File: src/rtl/auto_cmd_gen.sv
// auto_cmd_gen: timer/step/burst driven CMD_ADVANCE source that coalesces ticks under backpressure
`ifndef CMD_ADVANCE
`define CMD_ADVANCE 3'd1
`endif
module auto_cmd_gen #(
  parameter int TIMER_W   = 32,
  parameter int NUM_RATES = 7,
  parameter int BASE_BIT  = 25,
  parameter int RATE_STEP = 2,
  parameter int ARG_W     = 32
) (
  input  logic                 clk,
  input  logic                 reset,
  input  logic [1:0]           mode,
  input  logic [NUM_RATES-1:0] rate_sel,
  input  logic                 step,
  input  logic                 burst_start,
  input  logic [ARG_W-1:0]     burst_len,
  output logic [2:0]           cmd,
  output logic [ARG_W-1:0]     cmd_arg0,
  output logic                 cmd_valid,
  input  logic                 cmd_ready,
  output logic                 busy,
  output logic                 burst_done,
  output logic                 sat
);
  localparam logic IDLE = 1'b0;
  localparam logic RUN  = 1'b1;
  logic [TIMER_W-1:0]   timer_q, timer_d;
  logic [NUM_RATES-1:0] pick;
  logic                 raw_tick, tick, hs, lost, unused_timer;
  logic                 valid_q, valid_d, sat_q, sat_d, done_q, done_d, state_q, state_d;
  logic [ARG_W-1:0]     cnt_q, cnt_d, rem_q, rem_d;
  assign timer_d = timer_q + 1'b1;
  assign unused_timer = ^{timer_q, timer_d};
  // a rate fires only if it is the highest requested one and its bit rises this cycle
  for (genvar g = 0; g < NUM_RATES; g++) begin : g_rate
    assign pick[g] = rate_sel[g] & ((rate_sel >> (g + 1)) == '0)
                   & ~timer_q[BASE_BIT - RATE_STEP*g] & timer_d[BASE_BIT - RATE_STEP*g];
  end
  assign raw_tick = |pick;
  assign hs = valid_q & cmd_ready;
  assign tick = mode == 2'b01 ? raw_tick :
                mode == 2'b10 ? step :
                mode == 2'b11 ? raw_tick & (state_q == RUN) & (rem_q != '0) : 1'b0;
  assign lost = tick & valid_q & ~hs & (cnt_q == '1);
  always_comb begin
    valid_d = tick | (valid_q & ~hs);
    cnt_d   = tick ? ((hs | ~valid_q) ? ARG_W'(1) : (lost ? cnt_q : cnt_q + 1'b1))
                   : (hs ? '0 : cnt_q);
    sat_d   = sat_q | lost;
  end
  // a burst only finishes once every generation it produced has been accepted
  always_comb begin
    state_d = state_q;
    rem_d   = rem_q;
    done_d  = 1'b0;
    if (state_q == RUN) begin
      if (mode != 2'b11) begin
        state_d = IDLE;
        rem_d   = '0;
      end else if (tick) begin
        rem_d = rem_q - 1'b1;
      end else if (rem_q == '0 && (!valid_q || hs)) begin
        state_d = IDLE;
        done_d  = 1'b1;
      end
    end else if (mode == 2'b11 && burst_start) begin
      if (burst_len != '0) begin
        state_d = RUN;
        rem_d   = burst_len;
      end else begin
        done_d = 1'b1;
      end
    end
  end
  always_ff @(posedge clk or posedge reset) begin
    if (reset) begin
      timer_q <= '1;
      valid_q <= 1'b0;
      cnt_q   <= '0;
      sat_q   <= 1'b0;
      done_q  <= 1'b0;
      state_q <= IDLE;
      rem_q   <= '0;
    end else begin
      timer_q <= timer_d;
      valid_q <= valid_d;
      cnt_q   <= cnt_d;
      sat_q   <= sat_d;
      done_q  <= done_d;
      state_q <= state_d;
      rem_q   <= rem_d;
    end
  end
  assign cmd        = `CMD_ADVANCE;
  assign cmd_arg0   = cnt_q;
  assign cmd_valid  = valid_q;
  assign busy       = state_q == RUN;
  assign burst_done = done_q;
  assign sat        = sat_q;
endmodule

File: config.mk
export PLATFORM = sky130hd
export DESIGN_NAME = auto_cmd_gen
export DESIGN_NICKNAME = d
export VERILOG_FILES = /design/src/rtl/auto_cmd_gen.sv
export SDC_FILE = /design/constraint.sdc
export NUM_CORES = 1
export LEC_CHECK = 0
export ABC_AREA = 1
export BUFFER_PORTS_ARGS = -buffer_cell sky130_fd_sc_hd__buf_2
export CAP_MARGIN = 20
export CORE_MARGIN = 3
export CORE_UTILIZATION = 53
export DETAILED_ROUTE_END_ITERATION = 8
export HOLD_SLACK_MARGIN = 0.15
export PLACE_DENSITY = 0.85
export SLEW_MARGIN = 30
export SYNTH_ARGS = -nofsm -noshare
export SYNTH_HDL_FRONTEND = slang
export SYNTH_SLANG_ARGS = --single-unit
File: constraint.sdc
create_clock -name clk -period 5.2 [get_ports clk]
set_clock_uncertainty 0.05 [all_clocks]
set_input_delay 0.26 -clock clk [delete_from_list [all_inputs] [get_ports clk]]
set_output_delay 0.26 -clock clk [all_outputs]
set_load 0.05 [all_outputs]
==> results.md, run 1 <==
- Clock tree synthesis inserted a total of 9 buffers.
- The area enclosed by the die boundary is between 0.01 and 0.015 mm^2.
- Entering global routing, the biggest net connects 60 pins.
- Data on the critical path arrives at its endpoint at around 3500 ps.
- The number of max-slew violations in the final report came to 0.
- The number of gates given a new drive strength after cts is 0.
- The worst reg-to-reg setup slack is 1980 ps.
- The tree is rooted in a sky130_fd_sc_hd__clkbuf_16.
- The number of diodes added for antenna fixing is 0.
- The dominant cell type by count on the critical path is sky130_fd_sc_hd__nand2_2.
- The detailed router placed between 6000 and 7000 vias in this run.
- Before antenna repair, the detailed router went through 5 iterations.
- The run finished with clean final reports.
- The worst-skew pair later-pin latency is between 300 and 400 ps.
- The CTS tree is yes.
- The multi-input combinational cells in the finished layout cover a total of approximately 0.0034 mm^2.
- Once detailed placement completed, the half-perimeter wirelength came to 11.4 mm.
- Setup repair after global routing left no endpoint under its margin.
- The CTS clock-pin slew for the worst setup and hold paths is approximately 70 ps.
- In the routed design, unresolved DRC markers number 0.
- The number of buffers added for setup after CTS is 0.
- Sorting the synthesized cells by area gives the leading types as sky130_fd_sc_hd__dfrtp_1, sky130_fd_sc_hd__nand2_1, sky130_fd_sc_hd__dfstp_2.
- Summed over its instances, the top area cell type makes up 26.7% of the synthesized netlist area.
- sky130_fd_sc_hd__nand2_1 is the most common cell in the netlist.
- The CTS sink count is between 90 and 100.
- Dividing the final minimum period by the clock period gives around 62%.
- The data required time at the worst endpoint is between 5000 and 6000 ps.
- In this run the tightest slew margin relative to its limit is about half.
- The power density over the cells is roughly 270 mW/mm^2.
- The analysis attributes to cell leakage a power of approximately 3.3 nW.
- Across the run, the number of max-cap violations was 0.
- The maximum count of clock buffers along a single path is 2.
- The critical path start-end classification is reg2reg.
- In the final routed layout, each cell accounts on average for roughly 14 um.
- 85 I/O pins were placed.
- In the synthesized netlist, the cells that appear most often are sky130_fd_sc_hd__nand2_1, sky130_fd_sc_hd__nor2_1, sky130_fd_sc_hd__inv_1.
- The overall power after layout is around 1.9 mW.
- The number of enable-type register cells in the synthesized netlist is 0.
- At the end of routability-driven placement, the weighted congestion stood at a little under 1.
- Summed over all nets, the switching power comes to 0.607 mW.
- Once the floorplan was initialized, standard cells occupied between 50% and 60% of the core.
- After synthesis, the share of flip-flops with an asynchronous set or reset is between 90% and 100%.
- The kind of cell with the highest combined delay along the critical path is simple AND/OR/NAND/NOR gates.
- Compared with the post-synthesis result, the final layout area differs by 11.9%.
- After clock tree synthesis, the flow added hold-fix buffers numbering 1.
- The final-stage net count is slightly above 1000.
- Net switching is 32.0% of the power.
- The clock network accounts for between 30% and 40% of the total power.
- For this run the aggregate overflow at the end of global routing stands at 0.
- In this run, flip-flops and latches consume 44.9% of the power.
- The number of antenna violations at the first check in global routing is 0.
- On the worst path, the slowest cell contributes a delay of between 400 and 500 ps.
- The floorplan row count is 39.
- The die is ~120 um tall.
- The first global-routing pass estimated 26.4 mm of wire.
- Sequential elements use 37.5% of the synthesized area.
- The flip-flop and latch count after synthesis is 94.
- The gate count of the mapped netlist is 913.
- Together, buffers and inverters on the worst path number 2.
- Of all nets on the critical path, the largest fanout is 34.
- The port buffer count is 81.
- Setup violations remaining at the end of the flow were counted as 0.
- Derived from the worst setup path, the maximum achievable clock frequency is roughly 310 MHz.
- In the final timing run, aggregate negative setup slack is 0 ps.
- The core region area is about 0.012 mm^2.
- The largest area contributor in the synthesized netlist is sky130_fd_sc_hd__dfrtp_1.
- The slew at the pin closest to its max-slew limit is ~770 ps.
- The register cell area after layout is around 0.0024 mm^2.
- The mean instance size in the synthesized netlist is approximately 7.0 um^2.
- The most common flop cell mapped by yosys is sky130_fd_sc_hd__dfrtp_1.
- The most critical setup path has its startpoint at busy.
- The floorplan die width is between 100 and 150 um.
- In the final layout, the share of cells above drive strength 1 is roughly 17%.
- The Yosys warning count is 0.
- The detailed router finished its first iteration with slightly below 500 violations.
- The clock period could shrink to approximately 3200 ps.
- The number of hold violations in the final report came to 0.
- The worst register-to-register path begins at busy.
- Global routing used about a quarter of the available tracks.
- The number of H-tree levels is 3.
- The via count normalized by instance count is approximately 5.5.
- The filler cells instantiated in the layout total about 1000.
- STA classifies the critical path endpoint as a flop.
- Once detail routing completed, the nets flagged for antenna violations numbered 0.
- After synthesis, the netlist uses 36 different library cells.
- STA classifies the critical path startpoint as a flop.
- The startpoint identified for the worst hold timing path is burst_len[31].
- The peak supply drop is 0.000169 V.
- The number of global-route vias before repair came to around 5800.
- After detailed routing, the total wire length is between 15 and 20 mm.
- Combinational cells account for between 10% and 20% of the total power.
- The master of the slowest instance on the critical path is sky130_fd_sc_hd__nand2_2.
- The internal portion of the total power is roughly 1.3 mW.
- The critical path goes through inv_2 -> nor2_4 -> inv_2 -> o21ai_2 -> nand2_2 -> nand2_2 -> nand3_2 -> nand2_2 -> nand2_1 -> nand2_1.
- The cell area after synthesis is roughly 0.0064 mm^2.
- In this run the worst hold path is classified as in2reg.
## power groups by stage
stage | logic (mW) | clock network (mW) | registers [mW]
after floorplan | 0.270 | 0 | 0.855
after global placement | 0.346 | 0 | 0.859
after detailed placement | 0.354 | 0 | 0.860
after CTS | 0.356 | 0.692 | 0.848
after global routing | 0.407 | 0.720 | 0.858
final | 0.358 | 0.687 | 0.850
## tightest hold or removal path, delay by kind of cell
kind                   cells  cell delay [ps]
and+or+nand+nor            3              150
buffers and inverters      1               80
AOI/OAI and AO/OA          1               40
## cell families (layout without fill, tap and decap cells)
group,Yosys count,count (layout),share of synthesized area (%)
AND/OR/NAND/NOR,529,529,36.5
adder cells (fa/ha/maj),3,3,0.590
XOR/XNOR,50,50,6.88
AO/OA/AOI/OAI,102,102,9.65
other,2,3,0.118
buffers and inverters,133,206,8.78
flip-flops,94,94,37.5
## through the flow
| stage | util, % | hold slack [ps] | area (um^2) | setup WS [ps] | cells |
|---|---|---|---|---|---|
| after global placement | 58.9 | 294 | 6810 | 2230 | 1113 |
| after global routing | 61.6 | 197 | 7120 | 1640 | 1130 |
| final | 61.6 | 170 | 7120 | 1980 | 1130 |
| after CTS | 61.6 | 167 | 7120 | 2030 | 1130 |
| after floorplan | - | 370 | 6370 | 2480 | 914 |
| after detailed placement | 58.9 | 297 | 6810 | 2090 | 1113 |
## worst paths after layout
kind | depth (start not counted) | end
max in group asynchronous | 4 | cmd_arg0[1]
worst min-delay path | 5 | rem_q[31]
worst min register to register | 2 | sat
worst max register to register | 10 | cmd_arg0[15]
worst max-delay path | 10 | cmd_arg0[15]
min in group asynchronous | 3 | burst_done
## cell type report
type                    instances  share of cell area (%)
multi-input cells             687                    48.1
well taps                     143                    2.51
flip-flops and latches         94                    33.5
clock buffers                  11                    3.41
repair buffers                 84                    6.04
clock inverters                 5                   0.826
inverters                     106                    5.62
## sequential cells by signal (all words and copies together) (netlist names)
name	count
timer_q	26
cmd_arg0	32
cmd_valid	1
busy	1
burst_done	1
rem_q	32
sat	1
## per-layer routing
| layer | routed length, um | GRT usage [%] | vias to the layer above |
|---|---|---|---|
| li1 | - | - | 3064 |
| met1 | 6940 | 32.2 | 2872 |
| met2 | 7360 | 39.9 | 218 |
| met3 | 976 | 3.76 | 34 |
| met4 | 365 | 10.3 | 0 |
| met5 | 0 | 0 | - |
## placed cells by master, fill, tap and decap left out, types with 2 or more instances in the layout
cell	instances
sky130_fd_sc_hd__buf_2	81
sky130_fd_sc_hd__clkbuf_16	9
sky130_fd_sc_hd__o311ai_0	17
sky130_fd_sc_hd__clkinvlp_4	2
sky130_fd_sc_hd__o21ai_0	60
sky130_fd_sc_hd__ha_1	3
sky130_fd_sc_hd__o21ai_2	6
sky130_fd_sc_hd__nand3_1	42
sky130_fd_sc_hd__xnor2_1	17
sky130_fd_sc_hd__nand3_2	3
sky130_fd_sc_hd__o21ai_1	2
sky130_fd_sc_hd__dfstp_2	26
sky130_fd_sc_hd__nor3_1	24
sky130_fd_sc_hd__nand2_4	2
sky130_fd_sc_hd__buf_4	2
sky130_fd_sc_hd__nor2_1	123
sky130_fd_sc_hd__xor2_1	33
sky130_fd_sc_hd__nand2_1	267
sky130_fd_sc_hd__nor2_2	7
sky130_fd_sc_hd__or2_2	3
sky130_fd_sc_hd__inv_1	103
sky130_fd_sc_hd__a32o_1	3
sky130_fd_sc_hd__nor4_1	13
sky130_fd_sc_hd__a21oi_1	13
sky130_fd_sc_hd__dfrtp_1	68
sky130_fd_sc_hd__conb_1	3
sky130_fd_sc_hd__nor2_4	8
sky130_fd_sc_hd__nand2_2	10
sky130_fd_sc_hd__inv_2	2
sky130_fd_sc_hd__nand4_1	24
No activity file was read; power rests on OpenSTA's default activity.
==> inputs of run 2 (changes only) <==
==> constraint.sdc (replaced) <==
create_clock -name clk -period 3.15 [get_ports clk]
set_clock_uncertainty 0.05 [all_clocks]
set_input_delay 0.1575 -clock clk [delete_from_list [all_inputs] [get_ports clk]]
set_output_delay 0.1575 -clock clk [all_outputs]
set_load 0.05 [all_outputs]
==> results.md, run 2 (synthesis gave the netlist of run 1 again) <==
- The flow ran to the end, and the final reports show no timing, DRC or antenna violations.
- The worst-skew pair later-pin latency came to 360 ps (about the same).
- The number of buffers created by CTS is 9 (unchanged).
- The number of H-tree levels was 3 (unchanged).
- The delay of the slowest cell on the worst path was 390 ps (-100 ps).
- The headroom to the max-slew limit is 48.3% (-0.29 points).
- The peak supply drop was 0.000607 V (+260%).
- The number of gates given a new drive strength after cts is 0 (unchanged).
- The class of the worst hold path is in2reg.
- The number of buffers added for setup after CTS was 0 (unchanged).
- The slowest stage of the critical path belongs to the cell sky130_fd_sc_hd__dfrtp_1.
- The slew at the pin closest to its max-slew limit is 775 ps (+4.35 ps).
- The final weighted congestion in routability-driven placement is 0.970 (-0.81%).
- The reported leakage power is 3.46 nW (+4.4%).
- The total via count after detailed routing was 6313 (+2.0%).
- The number of cells traversed by the worst hold path was 5 (unchanged).
- The number of design-rule violations left by the first detailed-router iteration came to 580 (+17%).
- The final-stage net count is 1066 (+3.4%).
- The total global-route track usage came to 25.0% (+0.66 points).
- The final wirelength was 16.2 mm (+3.3%).
- Counting stages on the worst path, the most repeated cell is sky130_fd_sc_hd__nand2_2.
- The number of hold violations in the final report is 0 (unchanged).
- The area growth from synthesis to layout is 17.0%.
- The post-detailed-placement half-perimeter wirelength is 11.6 mm (+1.6%).
- The library cell used most frequently in the layout, excluding fill and tap cells, is sky130_fd_sc_hd__nand2_1.
- The maximum net fanout on the critical path is 59 (+74%).
- The setup violation total in the final timing report was 0 (unchanged).
- The critical path start-end classification is reg2reg.
- The number of maximum-capacitance violations is 0 (unchanged).
- The post-route DRC violation count was 0 (unchanged).
- The number of max-slew violations in the final report is 0 (unchanged).
- The overall power after layout came to 3.10 mW (+64%).
- The share of final-layout standard cells stronger than drive strength 1 was 16.9% (about the same).
- The floorplan row count is 39 (unchanged).
- The maximum count of clock buffers along a single path is 2 (unchanged).
- Setup repair after global routing left no endpoint under its margin.
- The die height is 116 um (unchanged).
- The capturing element type of the critical path is a flop.
- The area enclosed by the die boundary was 0.0134 mm^2 (unchanged).
- The final critical path time including I/O delays and setup came to 2590 ps (-629 ps).
- The core region area is 0.0116 mm^2 (unchanged).
- The filler-free cell count of the finished design is 1165 (+3.1%).
- The first-pass iteration count of the detailed router was 5 (unchanged).
- The post-cts hold buffer count came to 31 (+30).
- The post-route antenna net violation count is 0 (unchanged).
- The global-route wire length before repair is 27.1 mm (+2.5%).
- The floorplan die width is 116 um (unchanged).
- The endpoint arrival time on the critical path was 2750 ps (-710 ps).
- The data required time at the worst endpoint is 3310 ps (-2130 ps).
- The number of diodes added for antenna fixing came to 0 (unchanged).
- The worst-case reg-to-reg path depth is 13 (+3).
- The CTS clock-pin slew for the worst setup and hold paths came to 60 ps (about the same).
- The pin count of the biggest net entering global routing is 60 (unchanged).
- The via count normalized by instance count is 5.42 (-1.0%).
- The CTS sink count came to 94 (unchanged).
- The critical path goes through inv_1 -> ha_1 -> nand2_2 -> nor2_4 -> nand3_2 -> nor2_4 -> o21ai_2 -> nand2_2 -> nand2_2 -> nand2_4 -> nand2_4 -> nand2_1 -> o21ai_0.
- The total grt overflow is 0 (unchanged).
- The number of placed cells counting well taps came to 1118 (+0.45%).
- The aggregate negative setup slack was 0 ps (unchanged).
- The post-route fraction of the period consumed by the critical path was 82.3% (+20 points).
- The library cells used most frequently in the layout, excluding fill and tap cells, are sky130_fd_sc_hd__nand2_1, sky130_fd_sc_hd__nor2_1, sky130_fd_sc_hd__inv_1.
- The count of boundary I/O pins is 85 (unchanged).
- The highest attainable clock frequency is 386 MHz (+24%).
- The root buffer selected by CTS is sky130_fd_sc_hd__clkbuf_16.
- The average routed wire per standard cell is 13.9 um (+0.22%).
- The port buffer count came to 81 (unchanged).
- The number of global-route vias before repair was 5888 (+2.2%).
- The initial cell density of the core was 55.1% (unchanged).
- The type of origin of the critical path is a flop.
- The power density over the cells is 416 mW/mm^2 (+56%).
- The number of antenna violations at the first check in global routing is 0 (unchanged).
- The CTS tree is yes.
[run 2: changes by cell type in the layout (fill, tap and decap cells not counted), sizes merged]
| cell | before | now |
|---|---|---|
| buf | 83 | 88 |
| clkbuf | 11 | 10 |
| bufinv | 1 | 0 |
| clkinv | 2 | 1 |
| dlygate4sd3 | 1 | 31 |
| inv | 106 | 109 |
[run 2: area by class of cell]
type	instances	area, um^2
Clock buffer	10	239
Tap cell	143	179
Multi-Input combinational cell	687	3430
Timing Repair Buffer	119	768
Fill cell	1001	4110
Inverter	106	400
Sequential cell	94	2380
Clock inverter	6	52.6
[run 2: worst paths after layout]
path | from | end | slack, ps
worst max-delay path | rem_q[0] | rem_q[27] | 560
worst min-delay path | burst_len[17] | rem_q[17] | 170
worst max register to register | rem_q[0] | rem_q[27] | 560
worst min register to register | timer_q[21] | timer_q[21] | 440
max in group asynchronous | reset | timer_q[13] | 1840
min in group asynchronous | reset | burst_done | 420
[run 2: layer usage]
metal	global-route usage, %	wire length [um]	up-vias
li1	-	-	3142
met1	32.8	6890	2893
met2	42.3	7770	249
met4	5.24	247	0
met3	5.95	1260	29
met5	0	0	-
[run 2: through the flow]
stage | util (%) | worst slack [ps] | cell area [um^2] | hold slack [ps]
after floorplan | - | 537 | 6370 | 268
after global placement | 59.2 | 648 | 6850 | 279
after detailed placement | 59.2 | 575 | 6850 | 277
after CTS | 64.4 | 565 | 7450 | 157
after global routing | 64.4 | 245 | 7450 | 180
final | 64.4 | 557 | 7450 | 172
[run 2: where the power goes]
group	leakage [nW]	internal, mW	total [mW]	switching (mW)
registers	1.16	1.31	1.41	0.0992
clock network	0.138	0.569	1.07	0.501
logic	2.16	0.208	0.624	0.416
[run 2: worst max-delay path, delay by kind of cell, from the launching register on]
family / cells / cell delay [ps]
buffers and inverters: 1 / 140
adders and majority gates: 1 / 280
DFF: 1 / 390
and+or+nand+nor: 9 / 1400
AOI/OAI and AO/OA: 2 / 160
==> inputs of run 3 (changes only) <==
--- a/config.mk
+++ b/config.mk
@@ -12,7 +12,7 @@
 export CORE_UTILIZATION = 53
 export DETAILED_ROUTE_END_ITERATION = 8
 export HOLD_SLACK_MARGIN = 0.15
-export PLACE_DENSITY = 0.85
+export PLACE_DENSITY = 0.88
 export SLEW_MARGIN = 30
 export SYNTH_ARGS = -nofsm -noshare
 export SYNTH_HDL_FRONTEND = slang
==> constraint.sdc (replaced) <==
create_clock -name clk -period 2.17 [get_ports clk]
set_clock_uncertainty 0.05 [all_clocks]
set_input_delay 0.1085 -clock clk [delete_from_list [all_inputs] [get_ports clk]]
set_output_delay 0.1085 -clock clk [all_outputs]
set_load 0.05 [all_outputs]
==> results.md, run 3 (synthesis gave the netlist of run 1 again) <==
- The number of placed cells counting well taps came to 1156 (+3.4%).
- The core region area came to 0.0116 mm^2 (unchanged).
- The data required time at the worst endpoint came to 2350 ps (-960 ps).
- The number of max-slew violations in the final report was 0 (unchanged).
- The endpoint arrival time on the critical path was 2520 ps (-230 ps).
- The maximum count of clock buffers along a single path is 2 (unchanged).
- The number of H-tree levels came to 3 (unchanged).
- Leaving out fill and tap cells, the most frequent cell in the layout is sky130_fd_sc_hd__nand2_1.
- Setup repair after global routing could not meet its margin everywhere.
- The post-detailed-placement half-perimeter wirelength is 12.6 mm (+8.9%).
- The register cell area after layout is 0.00239 mm^2 (+0.16%).
- The worst setup path is of the reg2reg kind.
- The class of the worst hold path is in2reg.
- The delay of the slowest cell on the worst path was 560 ps (+170 ps).
- TritonCTS built the clock tree.
- The maximum net fanout on the critical path is 7 (-88%).
- The category of cells accounting for the largest share of critical-path delay is simple AND/OR/NAND/NOR gates.
- The highest attainable clock frequency is 428 MHz (+11%).
- The flow ran to the end, but the final reports show violations.
- The number of global-route vias before repair came to 6649 (+13%).
- The die height is 116 um (unchanged).
- The headroom to the max-slew limit is 57.9% (+9.6 points).
- The number of maximum-capacitance violations was 0 (unchanged).
- The final worst slack was -165 ps (-722 ps).
- The CTS sink count is 94 (unchanged).
- The total via count after detailed routing was 7097 (+12%).
- The peak supply drop came to 0.000457 V (-25%).
- The worst reg2reg path endpoint is rem_q[21].
- The initial cell density of the core was 55.1% (unchanged).
- The worst-skew pair later-pin latency is 350 ps (about the same).
- The floorplan die width came to 116 um (unchanged).
- The number of buffers and inverters on the critical path was 2 (+1).
- In this run the critical register-to-register path is launched from timer_q[3].
- The master of the slowest instance on the critical path is sky130_fd_sc_hd__dfstp_2.
- By instance count, the cell type seen most on the critical path is sky130_fd_sc_hd__nand2_2.
- The post-route fraction of the period consumed by the critical path was 108% (+25 points).
- In the layout the commonest cells are sky130_fd_sc_hd__nand2_1, sky130_fd_sc_hd__nor2_1, sky130_fd_sc_hd__inv_1.
- The fill cell total of the finished layout is 791 (-21%).
- The number of cells traversed by the worst hold path is 5 (unchanged).
- The beginning of the worst hold path is burst_len[16].
- The cell area reported after detailed placement came to 0.00720 mm^2 (+5.1%).
- The post-route DRC violation count came to 0 (unchanged).
- The number of cells on the critical path came to 15 (+2).
- The post-route antenna net violation count was 0 (unchanged).
- The via count normalized by instance count is 5.78 (+6.7%).
- The final critical path time including I/O delays and setup is 2330 ps (-258 ps).
- The worst-case reg-to-reg path depth is 15 (+2).
- The filler-free cell count of the finished design is 1227 (+5.3%).
- The worst setup path is captured at a flop.
- The number of design-rule violations left by the first detailed-router iteration is 776 (+34%).
- The count of boundary I/O pins is 85 (unchanged).
- The number of hold violations in the final report is 0 (unchanged).
- The reported leakage power is 3.98 nW (+15%).
- The multi-input combinational cell area is 0.00373 mm^2 (+9.0%).
- The number of buffers created by CTS was 9 (unchanged).
- The number of antenna violations at the first check in global routing is 0 (unchanged).
- The final wirelength is 20.3 mm (+25%).
- The global-route wire length before repair is 30.5 mm (+13%).
- The port buffer count is 81 (unchanged).
- The number of diodes added for antenna fixing is 0 (unchanged).
- CTS placed an instance of sky130_fd_sc_hd__clkbuf_16 at the clock tree root.
- The type of origin of the critical path is a flop.
- The final-stage net count is 1128 (+5.8%).
- The setup violation total in the final timing report is 66 (+66).
- The first-pass iteration count of the detailed router is 5 (unchanged).
- The total global-route track usage is 28.4% (+3.4 points).
- The worst hold path endpoint is rem_q[16].
- The pin count of the biggest net entering global routing was 43 (-28%).
- The share of final-layout standard cells stronger than drive strength 1 was 28.2% (+11 points).
- The CTS clock-pin slew for the worst setup and hold paths is 70 ps (about the same).
- The slew at the pin closest to its max-slew limit is 630 ps (-145 ps).
- The final instance area is 0.00846 mm^2 (+13%).
- The area enclosed by the die boundary was 0.0134 mm^2 (unchanged).
- Walking the worst path, the cells encountered are nand2_2 -> nor2_4 -> nand3_4 -> nor2_4 -> nand3_2 -> nor2_2 -> nor2_2 -> nand2_1 -> nand2_2 -> nand2_2 -> nand2_4 -> nand2_8 -> buf_12 -> clkbuf_16 -> o21ai_1.
- The final weighted congestion in routability-driven placement came to 0.924 (-4.7%).
- The total grt overflow is 0 (unchanged).
- The power density over the cells was 601 mW/mm^2 (+44%).
- The floorplan row count came to 39 (unchanged).
- Relative to the synthesized area, the layout overhead comes to 32.8%.
- The average routed wire per standard cell was 16.5 um (+19%).
- The checks that failed: negative setup slack.
- The worst reg-to-reg setup slack came to -160 ps (-720 ps).
run 3: timing repair:
item | 4_1_cts | 5_1_grt
gates cloned | 2 | 3
hold buffers | 33 | 0
setup buffers | 12 | 7
pin swaps | 8 | 20
gates resized for setup | 20 | 100
setup endpoints to repair | 65 | 70
hold endpoints to repair | 57 | 0
run 3: metrics by stage:
stage               setup slack (ps)  hold WS, ps  utilization (%)  power (mW)  setup TNS [ps]
CTS                            -44.1          153             70.1        4.87            -402
detailed placement             -74.5          164             62.3        3.01           -2280
finish                          -165          189             73.1        5.08           -5880
global route                    -298          230             73.1        5.28          -13820
floorplan                       8.74          219                -        2.70               0
global placement                29.1          152             62.3        2.98               0
run 3: worst register-to-register path: stages, from the launching register on:
cell and delay [ps]:
sky130_fd_sc_hd__dfstp_2 560, sky130_fd_sc_hd__nand2_2 80, sky130_fd_sc_hd__nor2_4 170, sky130_fd_sc_hd__nand3_4 120, sky130_fd_sc_hd__nor2_4 130, sky130_fd_sc_hd__nand3_2 110
sky130_fd_sc_hd__nor2_2 140, sky130_fd_sc_hd__nor2_2 50, sky130_fd_sc_hd__nand2_1 80, sky130_fd_sc_hd__nand2_2 90, sky130_fd_sc_hd__nand2_2 90, sky130_fd_sc_hd__nand2_4 70
sky130_fd_sc_hd__nand2_8 90, sky130_fd_sc_hd__buf_12 150, sky130_fd_sc_hd__clkbuf_16 160, sky130_fd_sc_hd__o21ai_1 70
run 3: power breakdown:
group / leakage, nW / total, mW / switching, mW / internal [mW]
sequential: 1.16 / 2.06 / 0.162 / 1.90
clock: 0.159 / 1.78 / 0.729 / 1.05
combinational: 2.66 / 1.24 / 0.775 / 0.467
total: 3.98 / 5.08 / 1.67 / 3.42
run 3: worst max path at each step:
| stage | to | start |
|---|---|---|
| 2_1_floorplan | cmd_arg0[0] | cmd_arg0[0] |
| 3_3_place_gp | cmd_arg0[17] | timer_q[14] |
| 3_5_place_dp | cmd_arg0[6] | timer_q[2] |
| 4_1_cts | rem_q[20] | timer_q[1] |
| 5_1_grt | timer_q[24] | timer_q[1] |
| 6_report | rem_q[21] | timer_q[3] |
run 3: metal layers:
metal | vias up | track usage [%] | share of wire [%]
met2 | 419 | 49.0 | 49
met5 | - | 0 | 0
li1 | 3257 | - | -
met4 | 0 | 10.5 | 5.1
met3 | 109 | 5.12 | 8.6
met1 | 3312 | 35.6 | 38
run 3: cell type report:
type                       instances  area share (%)
sequential                        94            28.2
inverter                         106            4.75
clock buffer                      10            2.83
multi-input combinational        687            44.2
timing repair buffer             181            16.8
clock inverter                     6            1.11
tap                              143            2.12
